File: config.mk
export PLATFORM = sky130hd
export DESIGN_NAME = hash_arbiter
export DESIGN_NICKNAME = d
export VERILOG_FILES = /design/src/rtl/hash_arbiter.sv
export SDC_FILE = /design/constraint.sdc
export NUM_CORES = 1
export LEC_CHECK = 0
export CAP_MARGIN = 20
export CORE_AREA = 2 2 233 235
export DETAILED_ROUTE_END_ITERATION = 16
export DIE_AREA = 0 0 235 237
export GPL_TIMING_DRIVEN = 0
export SLEW_MARGIN = 0
export SYNTH_ARGS = -nofsm -noshare
export SYNTH_HDL_FRONTEND = slang
export SYNTH_HIERARCHICAL = 1
export SYNTH_SLANG_ARGS = --single-unit
File: constraint.sdc
create_clock -name i_clk -period 3 [get_ports i_clk]
set_input_delay 0.6 -clock i_clk [delete_from_list [all_inputs] [get_ports i_clk]]
set_output_delay 0.6 -clock i_clk [all_outputs]
set_load 0.005 [all_outputs]
File: src/rtl/hash_arbiter.sv
// hash_arbiter
//   Shares one SHAKE core (hash_mem_interface) among NUM_REQ hash requesters.
//   Start pulses are queued as per-slice pending bits; the core is granted
//   round-robin starting after the previous owner and held until the owner
//   completes its force_done / force_done_ack handshake.
//
//   Ports (requester side, slice k of each packed bus belongs to requester k):
//     i_req_data_in, i_req_data_out_ready, i_req_input_length,
//     i_req_output_length, i_req_start, i_req_force_done      requester -> arb
//     o_req_addr, o_req_rd_en, o_req_data_out_valid,
//     o_req_force_done_ack                                    arb -> owner only
//     o_req_data_out                                          broadcast digest
//   Ports (core side): o_hash_* drive the core inputs, i_hash_* are the core
//     outputs; o_hash_start is a 1-cycle pulse, lengths are held for the job.
//   Status: o_grant (one-hot owner, 0 when idle), o_overrun (1-cycle pulse
//     when a start arrives from a slice that is already pending or owning).
//
//   Timing: start sampled on edge N -> grant on edge N+1 -> o_hash_start high
//   for the cycle after that edge (core samples it on edge N+2).

// Per-requester queue slot: pending flag, latched lengths and overrun pulse.
module hash_arbiter_slot #(
    parameter int LEN_W = 32
) (
    input  logic             i_clk,
    input  logic             i_rst_n,
    input  logic             i_start,
    input  logic             i_owned,     // granted and not yet in release
    input  logic             i_take,      // arbiter grants this slot now
    input  logic [LEN_W-1:0] i_in_len,
    input  logic [LEN_W-1:0] i_out_len,
    output logic             o_pending,
    output logic             o_overrun,
    output logic [LEN_W-1:0] o_in_len,
    output logic [LEN_W-1:0] o_out_len
);
    logic accept;

    // A start while the slot is already queued or running is dropped; the
    // requester sees the overrun pulse instead.
    assign accept = i_start && !o_pending && !i_owned;

    always_ff @(posedge i_clk or negedge i_rst_n) begin
        if (!i_rst_n) begin
            o_pending <= 1'b0;
            o_overrun <= 1'b0;
            o_in_len  <= '0;
            o_out_len <= '0;
        end else begin
            o_overrun <= i_start && !accept;
            if (accept) begin
                o_pending <= 1'b1;
                o_in_len  <= i_in_len;
                o_out_len <= i_out_len;
            end else if (i_take) begin
                o_pending <= 1'b0;
            end
        end
    end
endmodule

module hash_arbiter #(
    parameter int NUM_REQ  = 3,
    parameter int IO_WIDTH = 32,
    parameter int ADDR_W   = 12,
    parameter int LEN_W    = 32
) (
    input  logic                               i_clk,
    input  logic                               i_rst_n,
    input  logic [NUM_REQ-1:0][IO_WIDTH-1:0]   i_req_data_in,
    output logic [NUM_REQ-1:0][ADDR_W-1:0]     o_req_addr,
    output logic [NUM_REQ-1:0]                 o_req_rd_en,
    output logic [NUM_REQ-1:0][IO_WIDTH-1:0]   o_req_data_out,
    output logic [NUM_REQ-1:0]                 o_req_data_out_valid,
    input  logic [NUM_REQ-1:0]                 i_req_data_out_ready,
    input  logic [NUM_REQ-1:0][LEN_W-1:0]      i_req_input_length,
    input  logic [NUM_REQ-1:0][LEN_W-1:0]      i_req_output_length,
    input  logic [NUM_REQ-1:0]                 i_req_start,
    input  logic [NUM_REQ-1:0]                 i_req_force_done,
    output logic [NUM_REQ-1:0]                 o_req_force_done_ack,
    output logic [IO_WIDTH-1:0]                o_hash_data_in,
    input  logic [ADDR_W-1:0]                  i_hash_addr,
    input  logic                               i_hash_rd_en,
    input  logic [IO_WIDTH-1:0]                i_hash_data_out,
    input  logic                               i_hash_data_out_valid,
    output logic                               o_hash_data_out_ready,
    output logic [LEN_W-1:0]                   o_hash_input_length,
    output logic [LEN_W-1:0]                   o_hash_output_length,
    output logic                               o_hash_start,
    output logic                               o_hash_force_done,
    input  logic                               i_hash_force_done_ack,
    output logic [NUM_REQ-1:0]                 o_grant,
    output logic [NUM_REQ-1:0]                 o_overrun
);
    localparam int IDX_W = $clog2(NUM_REQ);

    typedef enum logic [1:0] {S_IDLE, S_ISSUE, S_BUSY, S_RELEASE} state_t;

    state_t                         state_q, state_d;
    logic [NUM_REQ-1:0]             grant_q;
    logic [IDX_W-1:0]               gidx_q, last_q;
    logic [LEN_W-1:0]               core_in_len_q, core_out_len_q;
    logic [NUM_REQ-1:0]             pending, owned, take;
    logic [NUM_REQ-1:0][LEN_W-1:0]  lat_in_len, lat_out_len;
    logic [IDX_W-1:0]               pick_idx, cand;
    logic                           pick_vld, route, do_grant, do_release;

    for (genvar k = 0; k < NUM_REQ; k++) begin : g_slot
        hash_arbiter_slot #(.LEN_W(LEN_W)) u_slot (
            .i_clk     (i_clk),
            .i_rst_n   (i_rst_n),
            .i_start   (i_req_start[k]),
            .i_owned   (owned[k]),
            .i_take    (take[k]),
            .i_in_len  (i_req_input_length[k]),
            .i_out_len (i_req_output_length[k]),
            .o_pending (pending[k]),
            .o_overrun (o_overrun[k]),
            .o_in_len  (lat_in_len[k]),
            .o_out_len (lat_out_len[k])
        );
    end

    // Once the owner is in release its job is over, so a fresh start from it
    // is queued rather than flagged.
    assign owned = (state_q == S_RELEASE) ? '0 : grant_q;

    // Round-robin: scan last+1 .. last+NUM_REQ; the descending loop leaves the
    // nearest pending slice in pick_idx.
    always_comb begin
        pick_vld = 1'b0;
        pick_idx = '0;
        cand     = '0;
        for (int i = NUM_REQ; i >= 1; i--) begin
            cand = IDX_W'((int'(last_q) + i) % NUM_REQ);
            if (pending[cand]) begin
                pick_vld = 1'b1;
                pick_idx = cand;
            end
        end
    end

    assign do_grant   = (state_q == S_IDLE) && pick_vld;
    assign do_release = (state_q == S_RELEASE) && !i_req_force_done[gidx_q];
    assign take       = do_grant ? (NUM_REQ'(1) << pick_idx) : '0;

    always_comb begin
        state_d = state_q;
        case (state_q)
            S_IDLE:    if (pick_vld) state_d = S_ISSUE;
            S_ISSUE:   state_d = S_BUSY;
            S_BUSY:    if (i_hash_force_done_ack && i_req_force_done[gidx_q]) state_d = S_RELEASE;
            S_RELEASE: if (!i_req_force_done[gidx_q]) state_d = S_IDLE;
            default:   state_d = S_IDLE;
        endcase
    end

    always_ff @(posedge i_clk or negedge i_rst_n) begin
        if (!i_rst_n) begin
            state_q        <= S_IDLE;
            grant_q        <= '0;
            gidx_q         <= '0;
            last_q         <= IDX_W'(NUM_REQ - 1);
            core_in_len_q  <= '0;
            core_out_len_q <= '0;
        end else begin
            state_q <= state_d;
            if (do_grant) begin
                grant_q        <= NUM_REQ'(1) << pick_idx;
                gidx_q         <= pick_idx;
                core_in_len_q  <= lat_in_len[pick_idx];
                core_out_len_q <= lat_out_len[pick_idx];
            end else if (do_release) begin
                grant_q        <= '0;
                last_q         <= gidx_q;
                core_in_len_q  <= '0;
                core_out_len_q <= '0;
            end
        end
    end

    // The core is only connected to the owner after the start pulse; during
    // release force_done stays asserted towards the core until the owner lets
    // go of its own force_done.
    assign route = (state_q == S_BUSY) || (state_q == S_RELEASE);

    always_comb begin
        o_req_addr            = '0;
        o_req_rd_en           = '0;
        o_req_data_out_valid  = '0;
        o_req_force_done_ack  = '0;
        o_hash_data_in        = '0;
        o_hash_data_out_ready = 1'b0;
        o_hash_force_done     = 1'b0;
        if (route) begin
            o_req_addr[gidx_q]           = i_hash_addr;
            o_req_rd_en[gidx_q]          = i_hash_rd_en;
            o_req_data_out_valid[gidx_q] = i_hash_data_out_valid;
            o_req_force_done_ack[gidx_q] = i_hash_force_done_ack;
            o_hash_data_in               = i_req_data_in[gidx_q];
            o_hash_data_out_ready        = i_req_data_out_ready[gidx_q];
            o_hash_force_done            = (state_q == S_RELEASE) || i_req_force_done[gidx_q];
        end
    end

    assign o_req_data_out       = {NUM_REQ{i_hash_data_out}};
    assign o_hash_start         = (state_q == S_ISSUE);
    assign o_hash_input_length  = core_in_len_q;
    assign o_hash_output_length = core_out_len_q;
    assign o_grant              = grant_q;
endmodule

# Yosys cells after proc, flatten, opt, wreduce, memory -nomap -nowiden
# Index checks and enable logic that the tools add are counted.
# op_classes
bitwise_logic	5
n_reduce_logical	32
order_cmp	6
addsub	3
shifts	1
n_eq_ne	6
div	3
muxes	50
# ops
cell	n
$mux W32	7
$bmux W32 S2	3
$mod A32 B3 Y32 const B	3
$and A36 B36 Y36	1
$mux W36	1
$demux W12 S2	1
$mux W3	7
$mux W1	17
$lt A2 B3 Y1 const B	5
$logic_and A1 B1 Y1	13
$mux W12	1
$mux W2	6
$bmux W1 S2	5
$logic_not A1 Y1	10
$and A3 B3 Y3	3
$pmux W2 S4	1
$reduce_bool A2 Y1	4
$add A2 B2 Y3 const B	2
$ne A2 B2 Y1 const B	3
$eq A2 B2 Y1 const B	2
$add A2 B1 Y3 const B	1
$reduce_and A3 Y1	1
$shl A1 B2 Y3 const A	1
$demux W1 S2	1
other kinds (6)	7
# totals
output_inout_bits	246
ff_bits	271
in_bits	346
word_cells	124

# Depth between registers and ports, before layout
# Gate-level depths: netlist of run 1.
# logic_depth
word_depth	11
ltp_mapped	12
ltp_nobuf	9

# By module
# Netlist of run 1, hierarchy kept.
# modules_own_cells
module	n_inst	area_each_um2	seq_area_each_um2	cells_per_inst
hash_arbiter_slot	3	2472.4	1651.6	141
hash_arbiter	1	5910.7	1828.0	667

# Worst setup path after synthesis of run 1
# OpenSTA, ideal clock, no wires.
# synth_timing
kind	register -> register
from	register last_q[1]
to	register core_in_len_q[16], in the netlist o_hash_input_length[16]
path_stages_with_launch	10
synth_period_minus_slack_ps	2492
required_ps	2874
setup_slack_ps	508
arrival_time_ps	2365
n_path_buf	3
setup_ps	126
path_cell_list	dfstp_2 > ha_1 > buf_4 > and3b_1 > or4b_4 > a31oi_4 > buf_6 > buf_6 > mux2i_1 > o21ai_1
# synth_between
elab_chain_cells	10
word_cells_on_any_way	23
cone_classes	3 x add/sub; 3 x div; 15 x mux; 2 x reduce/logical
# synth_lines
element	line_no	text
start, declared	101	logic [IDX_W-1:0] gidx_q, last_q;
start signal, assigned	163	last_q <= IDX_W'(NUM_REQ - 1);
start signal, assigned	175	last_q <= gidx_q;
$add A2 B2 Y3	135	cand = IDX_W'((int'(last_q) + i) % NUM_REQ);
$mod A32 B3 Y32	135	
$bmux W1 S2	136	if (pending[cand]) begin
$mux W1 (not written as such)	136	
$mux W2 (3 in series)	136	
$bmux W32 S2	171	core_in_len_q <= lat_in_len[pick_idx];
$mux W32 (not written as such)	171	
$mux W32	168	if (do_grant) begin
end signal, assigned	171	
end, declared	102	logic [LEN_W-1:0] core_in_len_q, core_out_len_q;
# Parallel ways exist; a longest one is shown, timed or not. The select of a mux whose other input is x is not followed.
# A chain may end at the register's enable or synchronous reset.

==> flow_summary.json, run 1 <==
{
  "timing.fmax_ghz": 0.3385,
  "r2r_slack_ns": 0.14,
  "place_area_sq_mm": 0.01986,
  "root_buffer": "clkbuf_16",
  "startpoint_type": "register",
  "finalMaxSlewViolations": 0,
  "die_area_sq_mm": 0.05570,
  "yosys_warnings": 6,
  "avgSynthCellArea_sq_um": 12.23,
  "fill_cells": 5124,
  "fin_util": 0.4026,
  "rsz0062_at_grt": "true",
  "netlist_instances": 1090,
  "powerDensity_mw_per_mm2": 974.3,
  "h-tree-depth": 1,
  "antenna_found_initial": 10,
  "fp.dieH_um": 237,
  "cts_tree": "yes",
  "end_kind": "primary output",
  "path_max_fanout": 7,
  "numCtsBuffers": 31,
  "via_per_inst": 4.487,
  "cp_slowest_stage_delay_ns": 0.44,
  "clock_skew_ns": 0.02924,
  "slew_headroom": 0.5746,
  "worstMarginPinSlew_ns": 0.6381,
  "post-route-cell-area_sq_mm": 0.02145,
  "track_usage": 0.1828,
  "area_delta_synth_final_pct": 60.94,
  "cts.sinks": 271,
  "finalSetupViolCount": 0,
  "place.gp.congestion": 0.8940,
  "synth_edf_count": 0,
  "first_global_vias": 11900,
  "remaining_drc_errors": 0,
  "clk_latency_ns": 0.59,
  "rows": 85,
  "synth_nets": 1443,
  "routed_wirelength_mm": 52.71,
  "wire_per_inst_um": 21.66,
  "start_util": 0.2501,
  "arrival_ns": 2.35,
  "drive_above_1_share": 0.1923,
  "synth_flop_cell": "dfrtp_1",
  "grt_overflow_total": 0,
  "r2r-start": "last_q[1]",
  "dp_hpwl_mm": 40.27,
  "cts.clk_slew.worst_paths_ns": 0.06,
  "ir_drop_v": 0.0005451,
  "nets": 2063,
  "cp_data_required_time_ns": 2.40,
  "route.vias.total": 10920,
  "grt_max_degree": 114,
  "core_region_area_sq_mm": 0.05328,
  "clockBufferDepth": 3,
  "hold_path.class": "register to register",
  "async_reset_ff_frac": 1.000,
  "io_pins": 592,
  "crit_chain": "inv_2, ha_4, nor2_4, buf_12, nor3b_4, buf_6, buf_4, clkbuf_8, and2_1, clkdlybuf4s15_1",
  "crit_path_start": "state_q[0]",
  "antenna_left": 0,
  "netlist-cell-type-count": 44,
  "dr.pass1.iters": 4,
  "drv_cap": 0,
  "period_share": 0.9846,
  "hold_violations": 0,
  "grt_pass1_wl_mm": 77.06,
  "path_class": "register to primary output",
  "min_from": "g_slot[0].u_slot/o_in_len[23]",
  "first_iter_violations": 394,
  "synth_area_sq_mm": 0.01333,
  "io_buffers": 559,
  "die_x_um": 235,
  "ys_ff_latch": 271,
  "ys_seq_area_frac": 0.5089,
  "slowest_stage": "dfrtp_2",
  "status": "completed",
  "p_leak_nw": 9.055,
  "holdWs_ns": 0.4813,
  "fin_crit_ns": 2.954
}
-- synthesized netlist by cell type (2+ instances only) --
library cell,count,share of area
dfrtp_1,270,0.51
mux2_1,147,0.12
buf_4,102,0.057
mux2i_1,102,0.077
nor2_1,70,0.020
a32oi_1,64,0.042
mux2_2,48,0.041
and2_1,45,0.021
o21ai_1,38,0.014
a21oi_1,35,0.013
clkbuf_1,34,0.0096
o21ai_0,30,0.011
buf_6,17,0.014
buf_2,11,0.0041
inv_1,10,0.0028
ha_1,7,0.0066
nor2b_1,7,0.0033
buf_1,6,0.0017
nand2_1,6,0.0017
a21o_1,5,0.0028
nand2b_1,5,0.0023
buf_8,3,0.0034
nor3b_2,3,0.0028
o21a_1,3,0.0017
a31oi_1,2,0.00094
nand3_1,2,0.00075
-- state kept, by name (all words and copies together) (netlist names) --
name and cells:
o_hash_output_length 32, o_hash_input_length 32, g_slot.u_slot/o_out_len 96, state_q 2
g_slot.u_slot/o_pending 3, g_slot.u_slot/o_in_len 96, last_q 2, g_slot.u_slot/o_overrun 3
o_grant 3, gidx_q 2
-- critical path, delay by kind of cell (launching register included) --
family / cells / cell delay, ns
buf+inv: 6 / 0.82
fa+ha+maj: 1 / 0.15
simple gates: 3 / 0.37
flops: 1 / 0.44
-- metrics by stage --
stage	power [W]	instances	TNS (ns)	setup slack, ns
after floorplan	0.01198	1090	0	0.5085
after global placement	0.01630	2345	-2869.77	-10.42
after detailed placement	0.01653	2348	-45.77	-0.6435
after CTS	0.02108	2424	-0.1891	-0.1690
after global routing	0.02231	2434	-0.06143	-0.03207
final	0.02090	2434	0	0.04621
-- cells in the final DEF (no fill, tap or decap), types with 9 or more instances in the layout --
cell | netlist | final
a21oi_1 | 35 | 32
a32oi_1 | 64 | 64
and2_1 | 45 | 45
buf_2 | 11 | 11
buf_4 | 102 | 121
buf_6 | 17 | 24
clkbuf_1 | 34 | 17
clkbuf_16 | 0 | 31
clkbuf_2 | 0 | 21
clkbuf_8 | 0 | 16
clkdlybuf4s15_1 | 0 | 13
clkdlybuf4s50_1 | 0 | 514
dfrtp_1 | 270 | 268
dlygate4sd2_1 | 0 | 13
inv_1 | 10 | 9
mux2_1 | 147 | 147
mux2_2 | 48 | 48
mux2i_1 | 102 | 94
nor2_1 | 70 | 68
o21ai_0 | 30 | 30
o21ai_1 | 38 | 38
-- area by class of cell --
class | instances | area (sq um) | area share
diodes | 6 | 15.01 | 0.0007000
plain buffers | 171 | 1328 | 0.06189
clock buffers | 45 | 938.4 | 0.04375
clock inverters | 10 | 126.4 | 0.005892
inverters | 10 | 37.54 | 0.001750
multi-input cells | 636 | 5479 | 0.2554
flip-flops and latches | 271 | 6785 | 0.3163
well taps | 696 | 870.8 | 0.04060
repair buffers | 589 | 5869 | 0.2736
-- repair_timing --
item,4_1_cts,5_1_grt
hold buffers,1,0
setup endpoints to repair,147,95
gates resized for setup,121,73
pin swaps,4,5
endpoints found under the hold margin,48,0
cloned,3,0
setup buffers,18,5
-- metal layers --
metal / share of wire / global-route usage / wire [um] / vias up
met2: 0.52 / 0.3317 / 27300 / 385
met5: 0.00089 / 0 / 47 / -
met3: 0.076 / 0.05689 / 3998 / 74
li1: - / - / - / 5042
met4: 0.027 / 0.06157 / 1449 / 8
met1: 0.38 / 0.2015 / 19920 / 5412
-- where the power goes --
part / total [W] / internal, W / leakage [nW] / switching [W]
logic: 0.0105 / 0.00551 / 5.26 / 0.00496
clock network: 0.00392 / 0.00234 / 0.531 / 0.00158
registers: 0.00651 / 0.00550 / 3.26 / 0.00101
total: 0.0209 / 0.0133 / 9.05 / 0.00755
-- logic make-up (layout without fill, tap and decap cells) --
family,count (synthesis),after routing,share of synthesized area
AOI/OAI and AO/OA,186,186,0.09303
buffers and inverters,183,825,0.09341
DFF,271,271,0.5089
and+or+nand+nor,146,146,0.05670
muxes,297,297,0.2414
other,0,6,0
adders and majority gates,7,7,0.006571
-- worst paths after layout --
kind | to | cells after the start
max in group asynchronous | state_q[0] | 3
max | o_req_addr[25] | 10
min | g_slot[0].u_slot/o_in_len[23] | 1
min in group asynchronous | o_hash_output_length[24] | 2
min reg2reg | g_slot[0].u_slot/o_in_len[23] | 1
max reg2reg | o_hash_input_length[14] | 9
Note: power is estimated with default switching activity, not from simulation.
==> inputs of run 2 (changes only) <==
CTS_CLUSTER_SIZE = 28   (was default)
==> results of run 2 <==
No change in the layout: final DEF, timing and power equal those of run 1.
==> inputs of run 3 (changes only) <==
CAP_MARGIN = 30   (was 20)
GPL_TIMING_DRIVEN = default   (was 0)
==> run 3 against run 2 <==
First-iteration DRC count decreased by 3.6%. Clock power decreased by 3%. Flip-flop and latch count unchanged. Die area unchanged. Clock-buffer cell count decreased by 1. Combinational power decreased by 9.6%. Register-to-register slack improved by 0.11 ns. Final cell count decreased by 10%. Routed wire length decreased by 8.1%. Global-route usage decreased by 1.4 points. Fmax increased by 0.87%.
==> flow_summary.json, run 3 (synthesis gave the netlist of run 1 again) <==
{
  "status": "completed",
  "hold_path.class": "input pin to async pin",
  "io_pins": 592,
  "period_share": 0.9761,
  "fin_ws_ns": 0.07177,
  "final_cell_mix": "clkdlybuf4s50_1 (435), dfrtp_1 (267), mux2_1 (147)",
  "clk_latency_ns": 0.59,
  "path_class": "register to primary output",
  "area_delta_synth_final_pct": 45.15,
  "timing.fmax_ghz": 0.3415,
  "end_kind": "primary output",
  "cts_tree": "yes",
  "root_buffer": "clkbuf_16",
  "ir_drop_v": 0.0007363,
  "powerDensity_mw_per_mm2": 1025,
  "p_total_w": 0.01982,
  "drive_above_1_share": 0.1148,
  "die_area_sq_mm": 0.05570,
  "hold_violations": 0,
  "worstMarginPinSlew_ns": 0.7410,
  "via_per_inst": 4.656,
  "fp.dieH_um": 237,
  "grt_pass1_wl_mm": 71.68,
  "layout_commonest_cell": "clkdlybuf4s50_1",
  "grt_max_degree": 77,
  "routed_wirelength_mm": 48.42,
  "first_global_vias": 11080,
  "track_usage": 0.1685,
  "antenna_found_initial": 6,
  "hold_buffers": 0,
  "antenna_left": 0,
  "rr_endpoint": "o_hash_output_length[10]",
  "finalMaxSlewViolations": 0,
  "nets": 1812,
  "place.gp.congestion": 0.8336,
  "arrival_ns": 2.33,
  "fin_crit_ns": 2.928,
  "first_iter_violations": 380,
  "r2r_slack_ns": 0.25,
  "numCtsBuffers": 30,
  "cp_data_required_time_ns": 2.40,
  "core_region_area_sq_mm": 0.05328,
  "cts.sinks": 271,
  "h-tree-depth": 1,
  "rsz0062_at_grt": "true",
  "p_leak_nw": 7.991,
  "die_x_um": 235,
  "dr.pass1.iters": 4,
  "finalSetupTns_ns": 0,
  "start_util": 0.2501,
  "clock_skew_ns": 0.03238,
  "startpoint_type": "register",
  "ff2ff_path_depth": 7,
  "remaining_drc_errors": 0,
  "wire_per_inst_um": 22.20,
  "dp_hpwl_mm": 34.25,
  "place_ws_ns": 0.2468,
  "r2r-start": "last_q[1]",
  "path_max_fanout": 4,
  "io_buffers": 463,
  "cts.clk_slew.worst_paths_ns": 0.07,
  "clockBufferDepth": 3,
  "slew_headroom": 0.5060,
  "route.vias.total": 10160,
  "rows": 85,
  "grt_overflow_total": 0,
  "finalSetupViolCount": 0,
  "drv_cap": 0,
  "reg_top3": "g_slot.u_slot/o_in_len x96, g_slot.u_slot/o_out_len x96",
  "fill_cells": 5155
}
## run 3: cell type report
type	instances	area, sq um	area share
Clock buffer	44	873.3	0.04515
Multi-Input combinational cell	636	5428	0.2806
Clock inverter	10	138.9	0.007179
Antenna cell	4	10.01	0.0005174
Timing Repair Buffer	510	5200	0.2688
Inverter	10	37.54	0.001940
Sequential cell	271	6787	0.3508
Tap cell	696	870.8	0.04502
## run 3: worst max path at each step
stage | from | end | slack (ns)
3_3_place_gp | state_q[0] | o_req_addr[3] | 0.28
3_5_place_dp | last_q[1] | o_hash_output_length[14] | 0.25
2_1_floorplan | last_q[1] | o_hash_input_length[16] | 0.51
4_1_cts | gidx_q[0] | o_req_addr[15] | -0.01
5_1_grt | state_q[0] | o_req_addr[20] | -0.02
6_report | state_q[0] | o_req_force_done_ack[1] | 0.07
## run 3: routing by layer
layer	track usage	wire length, um
met5	0.005195	27
met4	0.05869	1626
met3	0.06715	4445
met2	0.2854	23320
met1	0.1919	19000
## run 3: metrics by stage
step | instances | cell area, sq um | utilization | hold WS, ns
finish | 2181 | 19340 | 0.3631 | 0.003079
global route | 2181 | 19340 | 0.3631 | 0.03332
floorplan | 1090 | 13330 | - | 0.3044
detailed placement | 2113 | 18120 | 0.3400 | 0.4715
CTS | 2175 | 19250 | 0.3613 | 0.0004092
global placement | 2113 | 18120 | 0.3400 | 0.4606
## run 3: report_power, final
part	leakage (nW)	internal, W	switching, W
logic	4.23	0.00492	0.00457
registers	3.26	0.00550	0.00101
clock network	0.497	0.00226	0.00156
total	7.99	0.0127	0.00714
## run 3: timing repair
item                       in CTS  in global routing
buffers inserted                7                  3
resized for setup              35                 28
pin swaps                       1                  3
cloned                          1                  0
setup endpoints to repair      79                 69
## run 3: critical path: stages, from the launching register on
cell and delay (ns):
dfrtp_1 0.44, inv_2 0.08, ha_4 0.17, nor2_4 0.20
nor2b_2 0.10, buf_4 0.15, and2_1 0.15, clkdlybuf4s50_1 0.46
==> RTL change (settings of run 2) <==
Set the parameter `IO_WIDTH` to 24 (it was 32).
--- a/src/rtl/hash_arbiter.sv
+++ b/src/rtl/hash_arbiter.sv
@@ -63,3 +63,3 @@
     parameter int NUM_REQ  = 3,
-    parameter int IO_WIDTH = 32,
+    parameter int IO_WIDTH = 24,
     parameter int ADDR_W   = 12,
Interface: changed (resized i_hash_data_out, i_req_data_in, o_hash_data_in and o_req_data_out); port bits go from 592 to 528. No check against the original RTL was run, so the function may have changed too.
==> RTL change against run 2 <==
  * Highest routed layer unchanged
  * Synthesized area is 2.8% lower
  * Die area stayed put
  * Critical endpoint is now o_req_addr[32]
  * Cell area is 5.4% lower
  * Total power is 3.1% lower
  * Non-clock buffer count is 93 lower
  * Sequential cell count stayed put
  * Setup slack better by 37 ps
  * Register-to-register slack better by 30 ps
  * Critical path depth is 3 lower
  * Hold slack worse by 1.7 ps
  * Clock skew is 18 ps lower
  * Sequential power hardly changed
  * Routed wire length is 10% lower
==> RTL change: results (changes against run 2) <==
slew at the pin closest to its max-slew limit: 655 ps (was 638 ps)
DRC marker count from the first detailed-route iteration: 291 (was 394)
post-synthesis share of cell area spent on full adders, half adders and majority gates: 0.676% (was 0.657%)
Fin Clk Skew: 11.2 ps (was 29.2 ps)
sequential element share of the synthesized area: 52.4% (was 50.9%)
run status: finished, final reports clean (unchanged)
fraction of synthesized area in multiplexers: 24.2% (was 24.1%)
drt total wl: 47,300 µm (was 52,700 µm)
number of port buffers: 503 (was 559)
fillers: 5,149 (was 5,124)
initial antenna violation count: 4 (was 10)
placed instance count: 2,232 (was 2,348)
Leakage Power: 8.52 nW (was 9.05 nW)
Signal buffers: 667 (was 760)
number of diodes: 1 (was 6)
peak ir drop on the vdd network: 0.531 mV (was 0.545 mV)
synthesized netlist cell count: 1,030 (was 1,090)
compound-gate portion of the synthesized area: 9.26% (was 9.30%)
number of nets in the synthesized netlist: 1,351 (was 1,443)
vias in the first global route: 10,900 (was 11,900)
Final Net Count: 1,906 (was 2,063)
count of multi-input gates: 604 (was 636)
vias post-DR: 10,200 (was 10,900)
top post-synthesis cells by count: 270 x sky130_fd_sc_hd__dfrtp_1, 147 x sky130_fd_sc_hd__mux2_1, 94 x sky130_fd_sc_hd__mux2i_1 (was 270 x sky130_fd_sc_hd__dfrtp_1, 147 x sky130_fd_sc_hd__mux2_1, 102 x sky130_fd_sc_hd__buf_4, 102 x sky130_fd_sc_hd__mux2i_1, 70 x sky130_fd_sc_hd__nor2_1)
fraction of area in clock buffers and inverters: 5.23% (was 4.96%)
Total GRT Usage: 16.4% (was 18.3%)
Worst Path Arrival: 2320 ps (was 2350 ps)
layout cell share with drive strength beyond 1: 16.9% (was 19.2%)
Critical Path Fanout Max: 10 (was 7)
final non-filler cell total: 2,304 (was 2,434)
layout overhead on the synthesized area: 56.7% (was 60.9%)
library cell used as clock root buffer: sky130_fd_sc_hd__clkbuf_16 (unchanged)
Synth area leaders: sky130_fd_sc_hd__dfrtp_1 52%, sky130_fd_sc_hd__mux2_1 13%, sky130_fd_sc_hd__mux2i_1 7.3% (was sky130_fd_sc_hd__dfrtp_1 51%, sky130_fd_sc_hd__mux2_1 12%, sky130_fd_sc_hd__mux2i_1 7.7%)
Non-clock buffer share: 31.0% (was 33.6%)
dpl cell area: 18,900 µm² (was 19,900 µm²)
pin count of the biggest net entering global routing: 116 (was 114)
==> RTL change: cell count changes in the layout (fill, tap and decap cells not counted), sizes merged, moves of 5 or more <==
cell           before  now
a21oi              35   27
buf               168  129
clkbuf             90   80
clkdlybuf4s15      13    0
clkdlybuf4s50     514  460
diode               6    1
dlygate4sd2        13   42
dlymetal6s2s        6    0
mux2i             102   94
nor2               70   54
==> RTL change: worst paths after layout <==
kind                                                     from                              to  slack [ps]  depth (start not counted)
worst max-delay path                               state_q[1]                  o_req_addr[32]          80                          7
worst min-delay path            g_slot[0].u_slot/o_out_len[7]   g_slot[0].u_slot/o_out_len[7]         480                          1
worst max register to register                      last_q[1]          o_hash_input_length[8]         170                          9
worst min register to register  g_slot[0].u_slot/o_out_len[7]   g_slot[0].u_slot/o_out_len[7]         480                          1
max in group asynchronous                             i_rst_n                      state_q[1]        1530                          3
min in group asynchronous                             i_rst_n  g_slot[0].u_slot/o_out_len[25]         520                          2
==> RTL change: repair_timing <==
action / 4_1_cts / 5_1_grt
endpoints found under the hold margin: 46 / 0
resized for setup: 96 / 18
pin swaps: 3 / 5
endpoints found under the setup margin: 139 / 82
hold buffers: 1 / 0
setup buffers: 12 / 5
==> RTL change: report_power, final <==
| part | internal (mW) | total (mW) | switching, mW |
|---|---|---|---|
| logic | 5.12 | 9.82 | 4.70 |
| clock network | 2.36 | 3.91 | 1.55 |
| registers | 5.50 | 6.51 | 1.01 |
| total | 13.0 | 20.2 | 7.25 |
==> RTL change: layer usage <==
layer | vias up | GRT usage [%] | part of all wire (%)
met5 | - | 0 | 0.076
met3 | 63 | 4.41 | 6.8
met1 | 5080 | 18.9 | 40
met2 | 343 | 29.9 | 51
met4 | 6 | 4.45 | 2.5
li1 | 4754 | - | -
